## src/rtl/cq_poller.sv

```systemverilog
// Completion-queue poller: reads one CQ entry at a time, emits completions whose phase
// bit matches, then rings the CQ head doorbell before polling the next slot.
module cq_poller #(
    parameter int OUTSTANDING   = 16,
    parameter int CQ_ADDR_WIDTH = 8,
    parameter int POLL_GAP      = 8,
    parameter int DB_ADDR       = 1012
) (
    input  logic                           clk,
    input  logic                           rstn,

    output logic [CQ_ADDR_WIDTH-1:0]       cq_araddr,
    output logic [7:0]                     cq_arlen,
    output logic [2:0]                     cq_arsize,
    output logic [1:0]                     cq_arburst,
    output logic                           cq_arvalid,
    input  logic                           cq_arready,

    input  logic [127:0]                   cq_rdata,
    input  logic [1:0]                     cq_rresp,
    input  logic                           cq_rlast,
    input  logic                           cq_rvalid,
    output logic                           cq_rready,

    output logic [31:0]                    db_awaddr,
    output logic [7:0]                     db_awlen,
    output logic [2:0]                     db_awsize,
    output logic [1:0]                     db_awburst,
    output logic                           db_awvalid,
    input  logic                           db_awready,

    output logic [127:0]                   db_wdata,
    output logic [15:0]                    db_wstrb,
    output logic                           db_wlast,
    output logic                           db_wvalid,
    input  logic                           db_wready,

    input  logic [1:0]                     db_bresp,
    input  logic                           db_bvalid,
    output logic                           db_bready,

    output logic                           cpl_valid,
    input  logic                           cpl_ready,
    output logic [15:0]                    cpl_cid,
    output logic [14:0]                    cpl_status,

    output logic [$clog2(OUTSTANDING)-1:0] cqdb_sqhead,
    output logic [$clog2(OUTSTANDING)-1:0] cqdb_cqhead,
    output logic                           err
);

    localparam int IW = $clog2(OUTSTANDING);
    localparam int GW = (POLL_GAP > 1) ? $clog2(POLL_GAP) : 1;

    typedef enum logic [2:0] {
        POLL_AR,
        POLL_R,
        GAP,
        CPL,
        DB,
        DB_B
    } state_t;

    state_t          r_state;
    logic            r_phase;
    logic [IW-1:0]   r_cqhead;
    logic [IW-1:0]   r_sqhead;
    logic [IW-1:0]   r_sq_cap;
    logic [GW-1:0]   r_gap_cnt;
    logic            r_aw_done;
    logic            r_w_done;
    logic            r_err;

    logic            r_cq_arvalid;
    logic            r_cq_rready;
    logic            r_db_awvalid;
    logic            r_db_wvalid;
    logic            r_db_bready;
    logic            r_cpl_valid;
    logic [15:0]     r_cpl_cid;
    logic [14:0]     r_cpl_status;

    logic            w_aw_fin;
    logic            w_w_fin;
    logic            w_unused;

    // A channel counts as finished if it already handshook or does so this cycle.
    assign w_aw_fin = r_aw_done | (r_db_awvalid & db_awready);
    assign w_w_fin  = r_w_done  | (r_db_wvalid  & db_wready);

    // Entry fields this block does not consume.
    assign w_unused = ^{cq_rlast, cq_rdata[95:64+IW], cq_rdata[63:0]};

    always_ff @(posedge clk or negedge rstn) begin
        if (!rstn) begin
            r_state      <= POLL_AR;
            r_phase      <= 1'b1;
            r_cqhead     <= '0;
            r_sqhead     <= '0;
            r_sq_cap     <= '0;
            r_gap_cnt    <= '0;
            r_aw_done    <= 1'b0;
            r_w_done     <= 1'b0;
            r_err        <= 1'b0;
            r_cq_arvalid <= 1'b0;
            r_cq_rready  <= 1'b0;
            r_db_awvalid <= 1'b0;
            r_db_wvalid  <= 1'b0;
            r_db_bready  <= 1'b0;
            r_cpl_valid  <= 1'b0;
            r_cpl_cid    <= '0;
            r_cpl_status <= '0;
        end else begin
            case (r_state)
                POLL_AR: begin
                    if (!r_cq_arvalid) begin
                        r_cq_arvalid <= 1'b1;
                    end else if (cq_arready) begin
                        r_cq_arvalid <= 1'b0;
                        r_cq_rready  <= 1'b1;
                        r_state      <= POLL_R;
                    end
                end

                POLL_R: begin
                    if (r_cq_rready && cq_rvalid) begin
                        r_cq_rready  <= 1'b0;
                        r_cpl_cid    <= cq_rdata[111:96];
                        r_cpl_status <= cq_rdata[127:113];
                        r_sq_cap     <= cq_rdata[64 +: IW];
                        if (|cq_rresp) begin
                            r_err <= 1'b1;
                        end
                        if (cq_rdata[112] == r_phase) begin
                            r_cpl_valid <= 1'b1;
                            r_state     <= CPL;
                        end else begin
                            r_gap_cnt <= '0;
                            r_state   <= GAP;
                        end
                    end
                end

                GAP: begin
                    if (r_gap_cnt == GW'(POLL_GAP - 1)) begin
                        r_cq_arvalid <= 1'b1;
                        r_state      <= POLL_AR;
                    end else begin
                        r_gap_cnt <= r_gap_cnt + 1'b1;
                    end
                end

                CPL: begin
                    if (r_cpl_valid && cpl_ready) begin
                        r_cpl_valid  <= 1'b0;
                        r_sqhead     <= r_sq_cap;
                        r_cqhead     <= r_cqhead + 1'b1;
                        if (r_cqhead == IW'(OUTSTANDING - 1)) begin
                            r_phase <= ~r_phase;
                        end
                        r_db_awvalid <= 1'b1;
                        r_db_wvalid  <= 1'b1;
                        r_state      <= DB;
                    end
                end

                DB: begin
                    if (r_db_awvalid && db_awready) begin
                        r_db_awvalid <= 1'b0;
                        r_aw_done    <= 1'b1;
                    end
                    if (r_db_wvalid && db_wready) begin
                        r_db_wvalid <= 1'b0;
                        r_w_done    <= 1'b1;
                    end
                    if (w_aw_fin && w_w_fin) begin
                        r_aw_done   <= 1'b0;
                        r_w_done    <= 1'b0;
                        r_db_bready <= 1'b1;
                        r_state     <= DB_B;
                    end
                end

                DB_B: begin
                    if (r_db_bready && db_bvalid) begin
                        r_db_bready <= 1'b0;
                        if (|db_bresp) begin
                            r_err <= 1'b1;
                        end
                        r_cq_arvalid <= 1'b1;
                        r_state      <= POLL_AR;
                    end
                end

                default: begin
                    r_state <= POLL_AR;
                end
            endcase
        end
    end

    // Payloads derive from registers that only change outside their own valid window.
    assign cq_araddr   = CQ_ADDR_WIDTH'({r_cqhead, 4'b0000});
    assign cq_arlen    = 8'd0;
    assign cq_arsize   = 3'd4;
    assign cq_arburst  = 2'd1;
    assign cq_arvalid  = r_cq_arvalid;
    assign cq_rready   = r_cq_rready;

    assign db_awaddr   = 32'(DB_ADDR);
    assign db_awlen    = 8'd0;
    assign db_awsize   = 3'd2;
    assign db_awburst  = 2'd1;
    assign db_awvalid  = r_db_awvalid;

    assign db_wdata    = {64'd0, 32'(r_cqhead), 32'd0};
    assign db_wstrb    = 16'h00F0;
    assign db_wlast    = 1'b1;
    assign db_wvalid   = r_db_wvalid;
    assign db_bready   = r_db_bready;

    assign cpl_valid   = r_cpl_valid;
    assign cpl_cid     = r_cpl_cid;
    assign cpl_status  = r_cpl_status;

    assign cqdb_sqhead = r_sqhead;
    assign cqdb_cqhead = r_cqhead;
    assign err         = r_err;

endmodule

```

## config.mk

```make
export PLATFORM = sky130hd
export DESIGN_NAME = cq_poller
export DESIGN_NICKNAME = d
export VERILOG_FILES = /design/src/rtl/cq_poller.sv
export SDC_FILE = /design/constraint.sdc
export NUM_CORES = 1
export LEC_CHECK = 0
export ABC_AREA = 1
export CAP_MARGIN = 10
export CORE_AREA = 2 2 153 155
export DETAILED_ROUTE_END_ITERATION = 10
export DIE_AREA = 0 0 155 157
export GPL_TIMING_DRIVEN = 0
export PLACE_DENSITY = 0.6
export SLEW_MARGIN = 0
export SYNTH_ARGS = -nofsm -noshare
export SYNTH_HDL_FRONTEND = slang
export SYNTH_SLANG_ARGS = --single-unit
```

## constraint.sdc

```tcl
create_clock -name clk -period 1.3 [get_ports clk]
set_input_delay 0.195 -clock clk [delete_from_list [all_inputs] [get_ports clk]]
set_output_delay 0.195 -clock clk [all_outputs]
set_load 0.005 [all_outputs]
```

==> impl_metrics.py, run 1 <==
metrics = {
    "timing": {
        "fin_crit_sh": 1.077,
        "fin_worst_skew_ns": 0.006116,
        "rsz0062_at_grt": "yes",
        "finalSetupViolCount": 41,
        "worst_pin_slew_ns": 0.7985,
        "relSlewSlack": 0.4677,
        "fin_crit_ns": 1.400,
        "slew_violations": 0,
        "fmax_ghz": 0.7143,
        "fin_ws_ns": -0.1000,
        "hold_viol": 0,
        "setup_tns_ns": -2.026,
    },
    "power": {
        "pwr_density_cell_nw_per_um2": 1504,
        "peakVddDrop_v": 0.0007333,
        "p_leak_nw": 4.048,
        "finalPower_w": 0.01056,
    },
    "finish": {
        "area_growth_syn_to_layout_pct": 69.89,
        "multi_input_comb_area_sq_um": 1836,
        "fin_nets": 1000,
        "fill_cells": 2442,
        "final_common_cell": "buf_4",
        "layout_common_cells": "buf_4 (232), conb_1 (203), nand2_1 (125), dfrtp_1 (53)",
        "diodes": 0,
        "seq_area_sq_um": 1484,
        "final_cell_count_no_fill": 1144,
        "drive_above_1_share": 0.3865,
    },
    "clocking": {
        "numCtsBuffers": 9,
        "h-tree-depth": 3,
        "cts-root-buf": "clkbuf_16",
        "cts_tree": "yes",
        "clk_pin_slew_ns": 0.05,
        "clk_latency_ns": 0.32,
        "clockBufferDepth": 2,
        "cts.sinks": 59,
    },
    "worst_setup_path": {
        "cp_slowest_stage_delay_ns": 0.39,
        "critPathTopFamily": "simple AND/OR/NAND/NOR gates",
        "cp-start-kind": "register",
        "cp_cell_sequence": "ha_2 > ha_2 > inv_2 > nand4_1 > nand2_1 > nand3_4 > nand2_1 > o21ai_1",
        "arrival_ns": 1.61,
        "crit_buf_inv": 1,
        "crit_path_top_delay_cell": "dfrtp_1",
        "required_ns": 1.51,
        "crit_fanout": 6,
        "path_class": "reg -> reg",
        "end_kind": "register",
    },
    "placement": {
        "gp_congestion": 0.7642,
        "hpwl_mm": 8.684,
        "port_buffers": 101,
        "dp.cells": 1098,
    },
    "routing": {
        "ant_nets": 0,
        "dr.pass1.iters": 4,
        "wl_per_cell_um": 9.868,
        "drc": 0,
        "dr_total_vias": 3507,
        "routed_via_density": 3.066,
        "first_iter_violations": 94,
        "wl_mm": 11.29,
    },
    "global_routing": {
        "grt_pass1_vias": 3202,
        "overflow": 0,
        "grt_max_degree": 60,
        "gr-usage-all-layers": 0.08630,
        "grt_pass1_wl_mm": 16.28,
        "antenna_found_initial": 0,
    },
    "floorplan": {
        "start_util": 0.1837,
        "pin_count": 398,
        "dieHeight_um": 157,
        "dieArea_sq_um": 24340,
        "num_rows": 55,
        "die_w_um": 155,
        "core_area_sq_um": 22500,
    },
    "synthesis": {
        "ys_seq_area_frac": 0.3574,
        "ys_ff_latch": 59,
        "synth_cell_types": 25,
        "yosysWarningCount": 0,
        "synth_area_sq_um": 4134,
        "synth.avg_cell_area_sq_um": 8.090,
        "synthCells": 511,
    },
    "status": {
        "status": "complete, but fails checks",
        "violations": "setup timing",
    },
    "worst_hold_path": {
        "hold_path_class": "in -> reg",
    },
    "run": {
        "maxCapViolCount": 0,
    },
}
[through the flow]
stage                     setup slack (ns)  hold WS (ns)  cell area (sq um)    util
final                              -0.1000        0.4041               7023  0.3121
after floorplan                   -0.03891       -0.1006               4893       -
after global routing               -0.1613        0.4053               7023  0.3121
after CTS                         -0.07496        0.3866               6943  0.3085
after detailed placement           -0.4241        0.3381               6259  0.2781
after global placement              -2.102        0.4537               6261  0.2782
[cell type report]
class | count | area share
inverter | 21 | 0.01514
sequential | 59 | 0.2113
buffer | 216 | 0.2373
tap | 285 | 0.05077
multi-input combinational | 413 | 0.2614
timing repair buffer | 136 | 0.1885
clock inverter | 3 | 0.002494
clock buffer | 11 | 0.03314
[worst register-to-register path: cells and delay by family (launching register included)]
kind            cells  cell delay, ns
simple gates        4            0.45
flops               1            0.39
fa+ha+maj           2            0.36
compound gates      1            0.06
buf+inv             1            0.04
[synth_stat cells]
master,count,share of area
xor2_1,3,0.0064
nor2_1,13,0.012
nand2_1,150,0.14
buf_4,212,0.38
a21oi_1,1,0.0012
o21ai_0,13,0.016
nor3_1,2,0.0024
xnor2_1,2,0.0042
dfstp_2,1,0.0064
nor2_2,1,0.0015
nand3_2,2,0.0048
buf_6,2,0.0054
nand3_1,8,0.0097
ha_1,3,0.0091
nor2_4,3,0.0082
inv_1,16,0.015
buf_2,5,0.0061
dfrtp_1,58,0.35
nand2_2,2,0.0030
conb_1,2,0.0018
o21ai_1,2,0.0024
nand4_1,3,0.0045
a21oi_2,1,0.0021
inv_2,5,0.0045
o21bai_1,1,0.0018
[logic make-up after synthesis]
| kind of cell | synth area share |
|---|---|
| fa+ha+maj | 0.009081 |
| xor+xnor | 0.01060 |
| flops | 0.3574 |
| other cells | 0.001817 |
| compound gates | 0.02330 |
| buf+inv | 0.4156 |
| simple gates | 0.1822 |
[metal layers]
| metal | GRT usage | wire length, um |
|---|---|---|
| met1 | 0.08893 | 4135 |
| met2 | 0.1598 | 5915 |
| met3 | 0.03331 | 1093 |
| met4 | 0.02954 | 145 |
| met5 | 0 | 0 |
[repair_timing]
| action | 4_1_cts | 5_1_grt |
|---|---|---|
| endpoints found under the setup margin | 107 | 65 |
| cloned | 3 | 1 |
| hold buffers | 1 | 0 |
| hold endpoints to repair | 43 | 0 |
| gates resized for setup | 137 | 36 |
| pin swaps | 10 | 11 |
| setup buffers | 30 | 3 |
[path summary, 6_finish.rpt]
path / from / to / slack, ns / depth (start not counted)
max: r_gap_cnt[1] / r_gap_cnt[1] / -0.10 / 8
min: cq_rdata[107] / cpl_cid[11] / 0.40 / 3
max reg2reg: r_gap_cnt[1] / r_gap_cnt[1] / -0.10 / 8
min reg2reg: cpl_cid[10] / cpl_cid[10] / 0.47 / 2
max in group asynchronous: rstn / cqdb_cqhead[2] / 0.22 / 2
min in group asynchronous: rstn / cpl_cid[6] / 0.51 / 2
[flip-flops by register name (all words and copies together) (netlist names)]
name and cells:
r_w_done 1, cq_rready 1, r_state 3, r_phase 1, db_awvalid 1, r_gap_cnt 3, cpl_status 15, err 1
r_aw_done 1, db_wvalid 1, cqdb_cqhead 4, cq_arvalid 1, cpl_cid 16, cqdb_sqhead 4, db_bready 1, r_sq_cap 4
cpl_valid 1
[power breakdown]
group	switching [W]	internal, W	leakage [nW]
logic	0.00252	0.00278	3.21
registers	0.000517	0.00265	0.719
clock network	0.000828	0.00126	0.121
No activity file was read; power rests on OpenSTA's default activity.
==> run 2: changes to the inputs <==
Settings changed: MAX_ROUTING_LAYER set to met4.
==> run 2 against run 1 <==
Effect of this change:
- the run still ends with setup timing left
- first-iteration DRC count fell by 4.3%
- via count grew 0.11%
- design area is the same
- cell count did not move
- power shrank 0.12%
- core utilization unchanged
- clock-buffer cell count did not move
- register-to-register slack hardly changed
- non-clock buffer count did not move
- critical path type unchanged
- largest cell class unchanged
- largest power group unchanged
==> impl_metrics.py, run 2 (synthesized netlist as in run 1, its figures left out) <==
metrics = {
    "finish": {
        "area_growth_syn_to_layout_pct": 69.89,
        "largest_reg_flops": 16,
        "fin_nets": 1000,
        "finish.utilization": 0.3121,
        "final_cell_area_sq_um": 7023,
        "layout_common_cells": "buf_4 (232), conb_1 (203), nand2_1 (125), dfrtp_1 (53)",
        "diodes": 0,
        "fill_cells": 2442,
        "final_common_cell": "buf_4",
        "drive_above_1_share": 0.3865,
    },
    "worst_setup_path": {
        "cp-start-kind": "register",
        "cp_cell_sequence": "ha_2 > ha_2 > inv_2 > nand4_1 > nand2_1 > nand3_4 > nand2_1 > o21ai_1",
        "required_ns": 1.51,
        "path_class": "reg -> reg",
        "rrSetupSlack_ns": -0.10,
        "crit_buf_inv": 1,
        "path_depth": 8,
        "crit_path_top_delay_cell": "dfrtp_1",
        "arrival_ns": 1.61,
        "cp_slowest_stage_delay_ns": 0.39,
        "end_kind": "register",
        "regToRegEndpoint": "r_gap_cnt[1]",
        "critPathTopFamily": "simple AND/OR/NAND/NOR gates",
        "crit_fanout": 6,
        "reg2reg_depth": 8,
        "cp-startpoint": "r_gap_cnt[1]",
        "endpoint": "r_gap_cnt[1]",
        "timing.rr.start": "r_gap_cnt[1]",
    },
    "routing": {
        "ant_nets": 0,
        "first_iter_violations": 90,
        "wl_mm": 11.27,
        "wl_per_cell_um": 9.853,
        "dr.pass1.iters": 4,
        "drc": 0,
        "routed_via_density": 3.069,
        "dr_total_vias": 3511,
    },
    "timing": {
        "finalSetupViolCount": 41,
        "worst_pin_slew_ns": 0.7923,
        "slew_violations": 0,
        "relSlewSlack": 0.4718,
        "fin_crit_sh": 1.077,
        "fin_crit_ns": 1.400,
        "fmax_ghz": 0.7141,
        "fin_ws_ns": -0.1003,
        "rsz0062_at_grt": "yes",
        "fin_worst_skew_ns": 0.003580,
        "hold_viol": 0,
    },
    "worst_hold_path": {
        "hold_path_class": "in -> reg",
    },
    "power": {
        "peakVddDrop_v": 0.0007314,
        "p_leak_nw": 4.048,
        "seqPwrFrac": 0.301,
        "power_frac_comb": 0.502,
        "p_sw_frac": 0.3654,
        "finalPower_w": 0.01055,
        "internal_power_w": 0.006695,
        "pwr_density_cell_nw_per_um2": 1502,
        "power.switching_w": 0.003856,
        "clock_power_share": 0.197,
    },
    "placement": {
        "placed_area_sq_um": 6259,
        "hpwl_mm": 8.684,
        "port_buffers": 101,
        "gp_congestion": 0.7763,
    },
    "floorplan": {
        "num_rows": 55,
        "die_w_um": 155,
        "dieArea_sq_um": 24340,
        "pin_count": 398,
        "start_util": 0.1837,
        "dieHeight_um": 157,
        "core_area_sq_um": 22500,
    },
    "clocking": {
        "clk_latency_ns": 0.32,
        "clk_pin_slew_ns": 0.05,
        "cts.sinks": 59,
        "clockBufferDepth": 2,
        "cts-root-buf": "clkbuf_16",
        "numCtsBuffers": 9,
        "cts_tree": "yes",
        "h-tree-depth": 3,
    },
    "run": {
        "maxCapViolCount": 0,
    },
    "status": {
        "status": "complete, but fails checks",
        "violations": "setup timing",
    },
    "global_routing": {
        "grt_pass1_wl_mm": 16.26,
        "antenna_found_initial": 0,
        "overflow": 0,
        "grt_pass1_vias": 3209,
        "gr-usage-all-layers": 0.08894,
        "grt_max_degree": 60,
    },
}
-- run 2: cell counts in the layout (fill, tap and decap cells not counted) --
Identical to the previous run, type by type.
-- run 2: cell type report --
| type | count | area (sq um) | area share |
|---|---|---|---|
| buffer | 216 | 1667 | 0.2373 |
| multi-input combinational | 413 | 1836 | 0.2614 |
| inverter | 21 | 106.4 | 0.01514 |
| timing repair buffer | 136 | 1324 | 0.1885 |
| clock inverter | 3 | 17.52 | 0.002494 |
| clock buffer | 11 | 232.7 | 0.03314 |
| tap | 285 | 356.6 | 0.05077 |
| sequential | 59 | 1484 | 0.2113 |
-- run 2: power by group through the flow --
stage	Sequential, W	Combinational [W]	Clock (W)
2_1_floorplan	0.00316	0.00235	0
3_3_place_gp	0.00317	0.00448	0
3_5_place_dp	0.00318	0.00451	0
4_1_cts	0.00314	0.00508	0.00217
5_1_grt	0.00329	0.00586	0.00223
6_report	0.00317	0.00530	0.00208
-- run 2: worst min path at each step --
| stage | start | endpoint | slack (ns) | cells after the start |
|---|---|---|---|---|
| floorplan | rstn | cpl_cid[0] | -0.10 | 0 |
| global placement | cpl_status[9] | cpl_status[9] | 0.45 | 2 |
| detailed placement | rstn | cpl_cid[6] | 0.34 | 1 |
| CTS | cq_rdata[103] | cpl_cid[7] | 0.39 | 3 |
| global route | cq_rdata[120] | cpl_status[7] | 0.41 | 3 |
| finish | cq_rdata[103] | cpl_cid[7] | 0.41 | 3 |
-- run 2: worst register-to-register path: stages, from the launching register on --
cell     delay [ns]
dfrtp_1        0.39
ha_2           0.19
ha_2           0.17
inv_2          0.04
nand4_1        0.12
nand2_1        0.15
nand3_4        0.10
nand2_1        0.08
o21ai_1        0.06
-- run 2: per-stage QoR --
stage	worst slack (ns)	setup TNS, ns	std cells	hold WS (ns)
global route	-0.1613	-5.204	1144	0.4053
floorplan	-0.03891	-0.1058	712	-0.1006
global placement	-2.102	-136.23	1098	0.4537
detailed placement	-0.4241	-13.76	1098	0.3381
CTS	-0.07496	-2.118	1144	0.3866
finish	-0.1003	-2.040	1144	0.4055
-- run 2: timing repair --
| item | in CTS | in global routing |
|---|---|---|
| hold endpoints to repair | 43 | 0 |
| hold buffers | 1 | 0 |
| setup endpoints to repair | 107 | 65 |
| gates resized for setup | 137 | 36 |
| pin swaps | 10 | 11 |
| cloned | 3 | 1 |
| setup buffers | 30 | 3 |
-- run 2: layer usage --
metal,track usage,wire (um),vias to the layer above
li1,-,-,1835
met1,0.09265,4218,1491
met2,0.1598,5904,173
met3,0.02781,995,12
met4,0.02954,154,0
met5,-,0,-
